[src/rtl/uart_rx_fifo_buff.sv]
// Receive FIFO between the UART receiver and the host, first-word fall-through.
// Ports: clk, reset (sync, active-high); set_flag/d_in write side; clr_flag pop;
// flush, clr_overrun controls; d_out head word, flag, full, almost_full,
// overrun (sticky), count status.
module uart_rx_fifo_buff #(
    parameter int W        = 8,
    parameter int ADDR_W   = 4,
    parameter int AF_LEVEL = 12
) (
    input  logic            clk,
    input  logic            reset,
    input  logic            set_flag,
    input  logic [W-1:0]    d_in,
    input  logic            clr_flag,
    input  logic            flush,
    input  logic            clr_overrun,
    output logic [W-1:0]    d_out,
    output logic            flag,
    output logic            full,
    output logic            almost_full,
    output logic            overrun,
    output logic [ADDR_W:0] count
);

    localparam int DEPTH = 2 ** ADDR_W;
    localparam logic [ADDR_W:0] DEPTH_C = (ADDR_W+1)'(DEPTH);
    localparam logic [ADDR_W:0] AF_C    = (ADDR_W+1)'(AF_LEVEL);

    logic [W-1:0]      r_mem [DEPTH];
    logic [ADDR_W-1:0] r_wr_ptr;
    logic [ADDR_W-1:0] r_rd_ptr;
    logic [ADDR_W:0]   r_count;
    logic              r_overrun;

    logic w_empty;
    logic w_full;
    logic w_do_wr;
    logic w_do_rd;
    logic w_ovr_set;

    assign w_empty = (r_count == '0);
    assign w_full  = (r_count == DEPTH_C);

    // A pop frees the head slot in the same edge, so a write into a full
    // FIFO is accepted when paired with a read.
    assign w_do_wr   = set_flag && (!w_full || clr_flag) && !flush;
    assign w_do_rd   = clr_flag && !w_empty && !flush;
    assign w_ovr_set = set_flag && w_full && !clr_flag && !flush;

    always_ff @(posedge clk) begin
        if (w_do_wr && !reset) begin
            r_mem[r_wr_ptr] <= d_in;
        end
    end

    always_ff @(posedge clk) begin
        if (reset) begin
            r_wr_ptr <= '0;
            r_rd_ptr <= '0;
            r_count  <= '0;
        end else if (flush) begin
            r_wr_ptr <= '0;
            r_rd_ptr <= '0;
            r_count  <= '0;
        end else begin
            if (w_do_wr) begin
                r_wr_ptr <= r_wr_ptr + 1'b1;
            end
            if (w_do_rd) begin
                r_rd_ptr <= r_rd_ptr + 1'b1;
            end
            if (w_do_wr && !w_do_rd) begin
                r_count <= r_count + 1'b1;
            end else if (w_do_rd && !w_do_wr) begin
                r_count <= r_count - 1'b1;
            end
        end
    end

    // Set wins over clear when both happen in the same cycle.
    always_ff @(posedge clk) begin
        if (reset) begin
            r_overrun <= 1'b0;
        end else if (w_ovr_set) begin
            r_overrun <= 1'b1;
        end else if (clr_overrun) begin
            r_overrun <= 1'b0;
        end
    end

    assign d_out       = w_empty ? '0 : r_mem[r_rd_ptr];
    assign flag        = !w_empty;
    assign full        = w_full;
    assign almost_full = (r_count >= AF_C);
    assign overrun     = r_overrun;
    assign count       = r_count;

endmodule

[config.mk]
export PLATFORM = sky130hd
export DESIGN_NAME = uart_rx_fifo_buff
export DESIGN_NICKNAME = d
export VERILOG_FILES = /design/src/rtl/uart_rx_fifo_buff.sv
export SDC_FILE = /design/constraint.sdc
export NUM_CORES = 1
export LEC_CHECK = 0
export CAP_MARGIN = 10
export CORE_MARGIN = 1
export CORE_UTILIZATION = 54
export CTS_BUF_LIST = sky130_fd_sc_hd__clkbuf_16
export DETAILED_ROUTE_END_ITERATION = 8
export GPL_ROUTABILITY_DRIVEN = 0
export HOLD_SLACK_MARGIN = 0.08
export PLACE_DENSITY = 0.74
export SYNTH_ARGS = -nofsm -noshare
export SYNTH_HDL_FRONTEND = slang
export SYNTH_SLANG_ARGS = --single-unit
[constraint.sdc]
create_clock -name clk -period 2.9 [get_ports clk]
set_clock_uncertainty 0.2 [all_clocks]
set_input_delay 0.29 -clock clk [delete_from_list [all_inputs] [get_ports clk]]
set_output_delay 0.29 -clock clk [all_outputs]
set_load 0.05 [all_outputs]
# After elaboration in Yosys (flattened, before gate mapping)
# Memories as Yosys holds them, arrays and structs flattened. A register that Yosys moved wholly into a read port is not among the register bits.
# Index checks and enable logic that the tools add are counted.
# totals
ff_bits,14
ramBits,128
output_inout_bits,17
wordCells,42
mem_count,1
# classes
addsub,4
order_cmp,1
eq_ne,1
muxes,9
reduce_logical,22
# mem_list
memory,depth,width,read_ports,rd_clocked_by_memory_dff,write_ports,line,text
r_mem,16,8,1,1,1,29,logic [W-1:0] r_mem [DEPTH];
# ops
op,n
$logic_and A1 B1 Y1,10
$mux W5,2
$add A4 B1 Y4 const B,2
$mux W4,2
$mux W8,1
$logic_not A1 Y1,7
$add A5 B1 Y5 const B,1
$eq A5 B5 Y1 const B,1
$ge A5 B4 Y1 const B,1
$logic_not A5 Y1,1
$sub A5 B1 Y5 const B,1
$mux W1,4
$reduce_bool A2 Y1,2
$reduce_or A2 Y1,1
$logic_or A1 B1 Y1,1

# Depth between registers and ports, before layout
# Gate-level depths: netlist (run 1).
# logic_depth
word_depth,9
mapped_depth,12

# Least setup slack after synthesis (run 1)
# No wires, ideal clock.
# synth_timing
kind,reg2reg
startpoint,register r_count[0] (netlist: count[0])
endpoint,register r_count[4] (netlist: count[4])
setup_ps,57
arrival_time_ps,3189
t_required_ps,2643
path_slack_ps,-547
path_stages_with_launch,13
path_buffers,1
synth_period_minus_slack_ps,3447
path_cell_list,dfxtp_1 -> or4_1 -> buf_2 -> nor2_2 -> inv_1 -> nand3_1 -> ha_1 -> inv_1 -> ha_1 -> a21oi_1 -> a211o_1 -> a211oi_1 -> a31o_2
# synth_between
elab_cells_between_ends,18
# synth_rtl
item,line,text
from (decl),32,logic [ADDR_W:0] r_count;
from (signal assigned),73,r_count <= r_count + 1'b1;
from (signal assigned),75,r_count <= r_count - 1'b1;
$logic_not A5 Y1 *,41,assign w_empty = (r_count == '0);
$logic_not A1 Y1 *,--,
via flag,18,"output logic flag,"
$logic_and A1 B1 Y1 * (2 in a row),47,assign w_do_rd = clr_flag && !w_empty && !flush;
$logic_not A1 Y1,72,if (w_do_wr && !w_do_rd) begin
$logic_and A1 B1 Y1,72,
$mux W5 / $reduce_bool A2 Y1 (equally long branches),--,
# The timed path passes the listed nets; every way through them passes the cells marked *. The select of a mux whose other input is x is not followed.
# A chain may end at the register's enable or synchronous reset.

# Worst setup path in the final report (run 1)
# layout_timing
startpoint,register r_count[1] (netlist: count[1])
endpoint,register r_count[4] (netlist: count[4])
# layout_between
elab_chain_cells,8
elab_cells_between_ends,18
# layout_lines
item
branches (longest 8 deep; another with $sub A5 B1 Y5)
# Parallel ways; which one is timed is not known. The select of a mux whose other input is x is not followed.

==> results of run 1 <==
Yosys cell counts (all sizes together):
cell | count | area, sq um
or4 | 1 | 7.510
buf | 12 | 73.82
clkbuf | 7 | 26.28
a31o | 2 | 17.52
nand3 | 3 | 15.01
o2bb2ai | 1 | 8.760
nand3b | 1 | 7.510
nand2 | 4 | 15.01
nor3 | 3 | 15.01
o31a | 1 | 8.760
a21oi | 5 | 25.02
a211o | 1 | 8.760
or2 | 1 | 6.260
o2111ai | 2 | 17.52
fa | 1 | 20.02
xnor2 | 1 | 8.760
mux4 | 32 | 720.7
dfxtp | 18 | 360.4
xor2 | 7 | 61.31
edfxtp | 128 | 3844
nor2b | 11 | 68.82
inv | 9 | 33.78
and2b | 1 | 7.510
mux2i | 10 | 100.1
o21ai | 1 | 5.000
and3 | 16 | 100.1
o311ai | 1 | 8.760
nor3b | 2 | 15.01
nor2 | 20 | 77.58
a211oi | 18 | 140.1
ha | 10 | 125.1
routing by layer:
| metal | wire length [um] | track usage | vias up |
|---|---|---|---|
| met5 | 0 | 0 | - |
| met4 | 133 | 0.08023 | 0 |
| met3 | 658 | 0.05350 | 15 |
| met2 | 6026 | 0.3645 | 102 |
| met1 | 4931 | 0.3042 | 1623 |
| li1 | - | - | 1414 |
sequential cells by signal, indices dropped and copies added (netlist names), named ones only:
register / count
r_mem: 128
r_rd_ptr: 4
count: 5
r_wr_ptr: 4
overrun: 1
through the flow:
step             util  cells  power, mW  setup TNS (ps)  hold WS (ps)
6_report       0.6840    527      4.711               0         327.7
2_1_floorplan       -    330      2.584          -424.3         162.4
3_3_place_gp   0.6277    492      2.757               0         298.3
5_1_grt        0.6840    527      4.842          -7.686         366.4
4_1_cts        0.6798    524      4.727               0         332.2
3_5_place_dp   0.6277    492      2.764               0         316.9
cell families after synthesis:
group                      count (synthesis)  synth area share
xor gates and xnor gates                   8           0.01178
adders and majority gates                 11           0.02440
AOI/OAI and AO/OA                         32           0.04038
muxes                                     42            0.1380
buffers and inverters                     28           0.02250
and+or+nand+nor                           63           0.05636
DFF                                      146            0.7066
power by group through the flow:
| stage | combinational, mW | sequential (mW) | clock [mW] |
|---|---|---|---|
| 2_1_floorplan | 0.221 | 2.36 | 0 |
| 4_1_cts | 0.417 | 2.30 | 2.01 |
| 6_report | 0.420 | 2.30 | 1.99 |
| 3_5_place_dp | 0.415 | 2.35 | 0 |
| 5_1_grt | 0.447 | 2.31 | 2.09 |
| 3_3_place_gp | 0.409 | 2.35 | 0 |
worst max path at each step:
| stage | cells past startpoint | slack [ps] | startpoint | end |
|---|---|---|---|---|
| after global placement | 8 | 110 | count[1] | count[4] |
| after CTS | 5 | 40 | flop | d_out[7] |
| after detailed placement | 8 | 70 | count[1] | count[4] |
| after floorplan | 12 | -250 | count[0] | count[4] |
| final | 8 | 70 | count[1] | count[4] |
| after global routing | 8 | -8 | count[1] | count[4] |
layout make-up:
class,instances,area share
well taps,136,0.02367
clock inverters,15,0.01671
clock buffers,17,0.05918
flip-flops and latches,146,0.5869
repair buffers,48,0.07694
multi-input cells,156,0.2313
inverters,9,0.005222
worst reg2reg max path, cell delays in order, from the launching register on:
cell      delay (ps)
dfxtp_4          360
or4_4            560
o31a_1           350
ha_4             190
fa_2             340
nand3b_1         190
a211o_1          300
a211oi_2         180
a31o_2           120
what timing repair did:
action / in CTS / in global routing
hold buffers: 0 / 0
gates resized for setup: 1 / 3
setup endpoints to repair: 3 / 6
setup buffers: 0 / 3
pin swaps: 0 / 1
cloned: 0 / 0
==> results by group, run 1 <==
Status
  • Status: finished, final reports clean

Run
  • Max-cap violations: 0

Die
  • Die height: 107.0 um
  • Die area: 11440 sq um
  • # rows: 37
  • Io pins: 31
  • Initial core utilization: 0.5661
  • Core area: 10510 sq um
  • DIE WIDTH: 107.0 um

Layout
  • Commonest cells after routing, fill and taps aside: 128 x edfxtp_1, 32 x mux4_2, 22 x clkdlybuf4s50_1, 19 x nor2_1, 17 x clkbuf_16
  • Area of the multi-input gates: 1663 sq um
  • Diodes inserted: 0
  • Filler Cell Count: 668
  • Area delta synth->final: 20.82%
  • Register Area: 4219 sq um
  • Layout cells sized above 1: 0.2711
  • Nets: 403
  • Fin area: 7188 sq um
  • Commonest non-fill, non-tap cell in the layout: edfxtp_1

STA
  • Fin. max-slew vios: 0
  • Peak Freq: 0.3534 GHz
  • Final hold violations: 0
  • Max-slew headroom: 0.3211
  • Fin crit period: 2830 ps
  • RSZ-0062 raised after global routing: true
  • Fin worst setup slack: 70.04 ps
  • Measured slew at the worst slew-check pin: 1016 ps
  • Tcrit/Tclk final: 0.9758
  • Setup violations, final: 0

Synth
  • Yosys warns: 0
  • Syn nets: 355
  • Distinct cells, synth: 37
  • Synthesized cell area: 5949 sq um
  • Cells after Synth: 330
  • Post-synthesis sequential area ratio: 0.7066
  • Seq cells post-synth: 146
  • Syn Area/Cell: 18.03 sq um

Power
  • Pwr dens: 655.4 nW/um^2
  • Sw Share: 0.2280
  • Switching power: 1.074 mW
  • Max IR drop VDD: 0.0004051 V
  • Pint: 3.637 mW
  • Sequential share of power: 0.489
  • Leak: 2.351 nW
  • Clock share of power: 0.422
  • Logic pwr share: 0.089

Clock tree
  • Max Root-Sink Buffers: 2
  • Clk root buf: clkbuf_16
  • Reg clk slew, reported paths: 60 ps
  • Sink Count: 146
  • CTS tree: built
  • H-tree Lvls: 4
  • Num CTS Buffers: 17
  • Clock Latency Late Sink: 410 ps

Worst setup path
  • CP top delay family: compound AO/OA/AOI/OAI gates
  • Reg2reg setup slack: 70 ps
  • Reg2Reg Capture Point: count[4]
  • CP Max Fanout: 5
  • Crit path cell chain: or4_4 > o31a_1 > ha_4 > fa_2 > nand3b_1 > a211o_1 > a211oi_2 > a31o_2
  • CP arrival: 2990 ps
  • Worst Setup Start Kind: flop
  • Crit Path Class: flop to flop
  • Setup crit end kind: flop
  • R2r startpoint: count[1]
  • R2r worst-path depth: 8
  • Worst path slowest cell: or4_4
  • CP required: 3060 ps
  • CP bufs+invs: 0
  • CP max stage delay: 560 ps

Routing
  • Routed Antenna Nets: 0
  • DRC violations left: 0
  • DR WL/cell: 22.29 um
  • Via density: 5.985
  • Starting DRT DRC Count: 222
  • Total Routed Length: 11.75 mm
  • Vias: 3154
  • Initial DRT Pass Iterations: 4

Global routing
  • GRT overflow: 0
  • Total GRT Usage: 0.2263
  • Antenna violations before repair: 0
  • Pin count of the biggest net entering global routing: 21
  • First-pass GRT wire length: 18.24 mm
  • Vias in the first global route: 3279

Placed design
  • Placed inst area: 6596 sq um
  • I/O Buffers: 30
  • Dpl ws: 65.10 ps
  • Post-detail-place hpwl: 7.053 mm

Min path
  • Hold depth: 2
  • HP Class: flop to flop
  • Hold endpoint: r_rd_ptr[3]
  • Hold_sp: r_rd_ptr[3]
Note: power is estimated with default switching activity, not from simulation.
==> inputs of run 2 (changes only) <==
CORE_MARGIN = 1.5   (was 1)
==> run 2 against run 1 <==
Effect of this change: count of clock-buffer cells in the layout up 4; via count up 0.38%; sequential cell count unchanged; final cell count up 0.38%; combinational power up 1%; register-to-register slack about the same; largest cell class unchanged; largest power group unchanged.
==> results by group, run 2 (synthesized netlist as in run 1, its figures left out) <==
Worst setup path
  • Reg2reg setup slack: 60 ps (about the same)
  • Reg2Reg Capture Point: count[4]
  • R2r startpoint: count[1]
  • CP arrival: 3000 ps (about the same)
  • Worst Setup Start Kind: flop
  • R2r worst-path depth: 8 (unchanged)
  • CP Max Fanout: 5 (unchanged)
  • Setup crit end kind: flop
  • Crit Path Class: flop to flop
  • CP required: 3060 ps (about the same)

Power
  • Sw Share: 0.2199 (-0.008096)
  • Switching power: 1.059 mW (-1.4%)
  • Logic pwr share: 0.088 (about the same)
  • Pint: 3.756 mW (+3.3%)
  • Clock share of power: 0.433 (+0.011)
  • Max IR drop VDD: 0.0003163 V (-22%)
  • Total power: 4.814 mW (+2.2%)
  • Leak: 2.420 nW (+2.9%)
  • Pwr dens: 665.3 nW/um^2 (+1.5%)
  • Sequential share of power: 0.478 (-0.011)

STA
  • Peak Freq: 0.3519 GHz (-0.41%)
  • Fin crit period: 2842 ps (+11.67 ps)
  • Fin. max-slew vios: 0 (unchanged)
  • Tcrit/Tclk final: 0.9799 (+0.004026)
  • Final hold violations: 0 (unchanged)
  • Max-slew headroom: 0.4754 (+0.1544)
  • Measured slew at the worst slew-check pin: 785.3 ps (-231.1 ps)
  • Fin worst setup slack: 58.37 ps (-11.67 ps)
  • Setup_tns: 0 ps (unchanged)
  • Setup violations, final: 0 (unchanged)
  • RSZ-0062 raised after global routing: true

Min path
  • Hold endpoint: count[3]
  • HP Class: flop to flop
  • Hold depth: 2 (unchanged)
  • Hold_sp: count[3]

Global routing
  • Total GRT Usage: 0.2254 (-0.0009102)
  • Pin count of the biggest net entering global routing: 33 (+57%)
  • First-pass GRT wire length: 18.37 mm (+0.72%)
  • Vias in the first global route: 3312 (+1.0%)
  • Antenna violations before repair: 0 (unchanged)
  • GRT overflow: 0 (unchanged)

Die
  • Initial core utilization: 0.5512 (-0.01490)
  • # rows: 38 (+2.7%)
  • Core area: 10790 sq um (+2.7%)
  • Die area: 11660 sq um (+1.9%)
  • Io pins: 31 (unchanged)
  • Die height: 108.0 um (+0.93%)
  • DIE WIDTH: 108.0 um (+0.93%)

Clock tree
  • Clk root buf: clkbuf_16
  • Reg clk slew, reported paths: 60 ps (about the same)
  • Post-CTS Hold Buffers: 0 (unchanged)
  • Max Root-Sink Buffers: 2 (unchanged)
  • Post-CTS Setup Bufs: 0 (unchanged)
  • CTS tree: built
  • Sink Count: 146 (unchanged)
  • Num CTS Buffers: 17 (unchanged)
  • Clock Latency Late Sink: 410 ps (about the same)
  • H-tree Lvls: 4 (unchanged)

Layout
  • Commonest non-fill, non-tap cell in the layout: edfxtp_1
  • Most flop-heavy register: r_mem
  • Commonest cells after routing, fill and taps aside: 128 x edfxtp_1, 32 x mux4_2, 21 x clkbuf_16, 21 x clkdlybuf4s50_1, 19 x nor2_1
  • Final core occ: 0.6705 (-0.01348)
  • Diodes inserted: 0 (unchanged)
  • Fin area: 7237 sq um (+0.68%)
  • Layout cells sized above 1: 0.2725 (+0.001394)
  • Area delta synth->final: 21.64%
  • Nets: 401 (-0.50%)
  • Max FFs per register: 128 (unchanged)

Placed design
  • Post-detail-place hpwl: 6.928 mm (-1.8%)
  • I/O Buffers: 30 (unchanged)
  • Dpl ws: 56.26 ps (-8.847 ps)
  • Placed inst area: 6601 sq um (about the same)

Run
  • Max-cap violations: 0 (unchanged)

Routing
  • DRC violations left: 0 (unchanged)
  • Starting DRT DRC Count: 338 (+52%)
  • Via density: 5.985 (about the same)
  • Total Routed Length: 11.76 mm (about the same)
  • Vias: 3166 (+0.38%)
  • Initial DRT Pass Iterations: 4 (unchanged)
  • DR WL/cell: 22.22 um (-0.32%)
  • Routed Antenna Nets: 0 (unchanged)

Status
  • Status: finished, final reports clean
[run 2: cell types whose count changed in the layout (fill, tap and decap cells not counted), moves of 2 or more]
cell        delta
a211oi_2       +2
inv_4          +3
a211oi_1       -2
clkinvlp_4     -5
buf_4          -2
clkbuf_16      +4
inv_1          +2
clkinv_4       -2
clkinv_1       -2
[run 2: timing repair]
item | CTS | global route
gates cloned | 1 | 0
resized for setup | 3 | 4
pin swaps | 0 | 1
endpoints found under the setup margin | 3 | 4
[run 2: power by group through the flow]
stage / clock network, mW / logic, mW / registers [mW]
after detailed placement: 0 / 0.422 / 2.35
after floorplan: 0 / 0.221 / 2.36
after global routing: 2.22 / 0.455 / 2.30
after global placement: 0 / 0.415 / 2.35
after CTS: 2.12 / 0.426 / 2.30
final: 2.09 / 0.426 / 2.30
[run 2: layout make-up]
| class | instances | area, sq um |
|---|---|---|
| Clock buffer | 21 | 525.5 |
| Clock inverter | 11 | 53.80 |
| Fill cell | 683 | 3556 |
| Inverter | 9 | 37.54 |
| Multi-Input combinational cell | 156 | 1673 |
| Sequential cell | 146 | 4219 |
| Tap cell | 140 | 175.2 |
| Timing Repair Buffer | 46 | 553.0 |
[run 2: worst max-delay path, stage by stage, from the launching register on]
cell and delay, ps:
dfxtp_4 360, or4_4 540, o31a_1 350, ha_4 190, fa_2 340, nand3b_1 200, a211o_1 300, a211oi_2 180
a31o_2 120
[run 2: stage by stage]
stage / instances / hold WS, ps
detailed placement: 496 / 303.9
CTS: 529 / 310.9
global route: 529 / 335.0
floorplan: 330 / 162.4
finish: 529 / 309.7
global placement: 496 / 298.2
[run 2: routing by layer]
layer / track usage / share of wire / vias to the layer above
met2: 0.3797 / 0.53 / 149
li1: - / - / 1409
met4: 0.09586 / 0.012 / 0
met5: 0 / 0 / -
met3: 0.05003 / 0.071 / 11
met1: 0.2836 / 0.39 / 1597
[run 2: worst max path at each step]
stage | end | start | slack (ps)
6_report | count[4] | count[1] | 60
5_1_grt | count[4] | count[1] | -10
4_1_cts | full | count[1] | 6
3_5_place_dp | count[4] | count[1] | 60
3_3_place_gp | count[4] | count[1] | 110
2_1_floorplan | count[4] | count[0] | -250
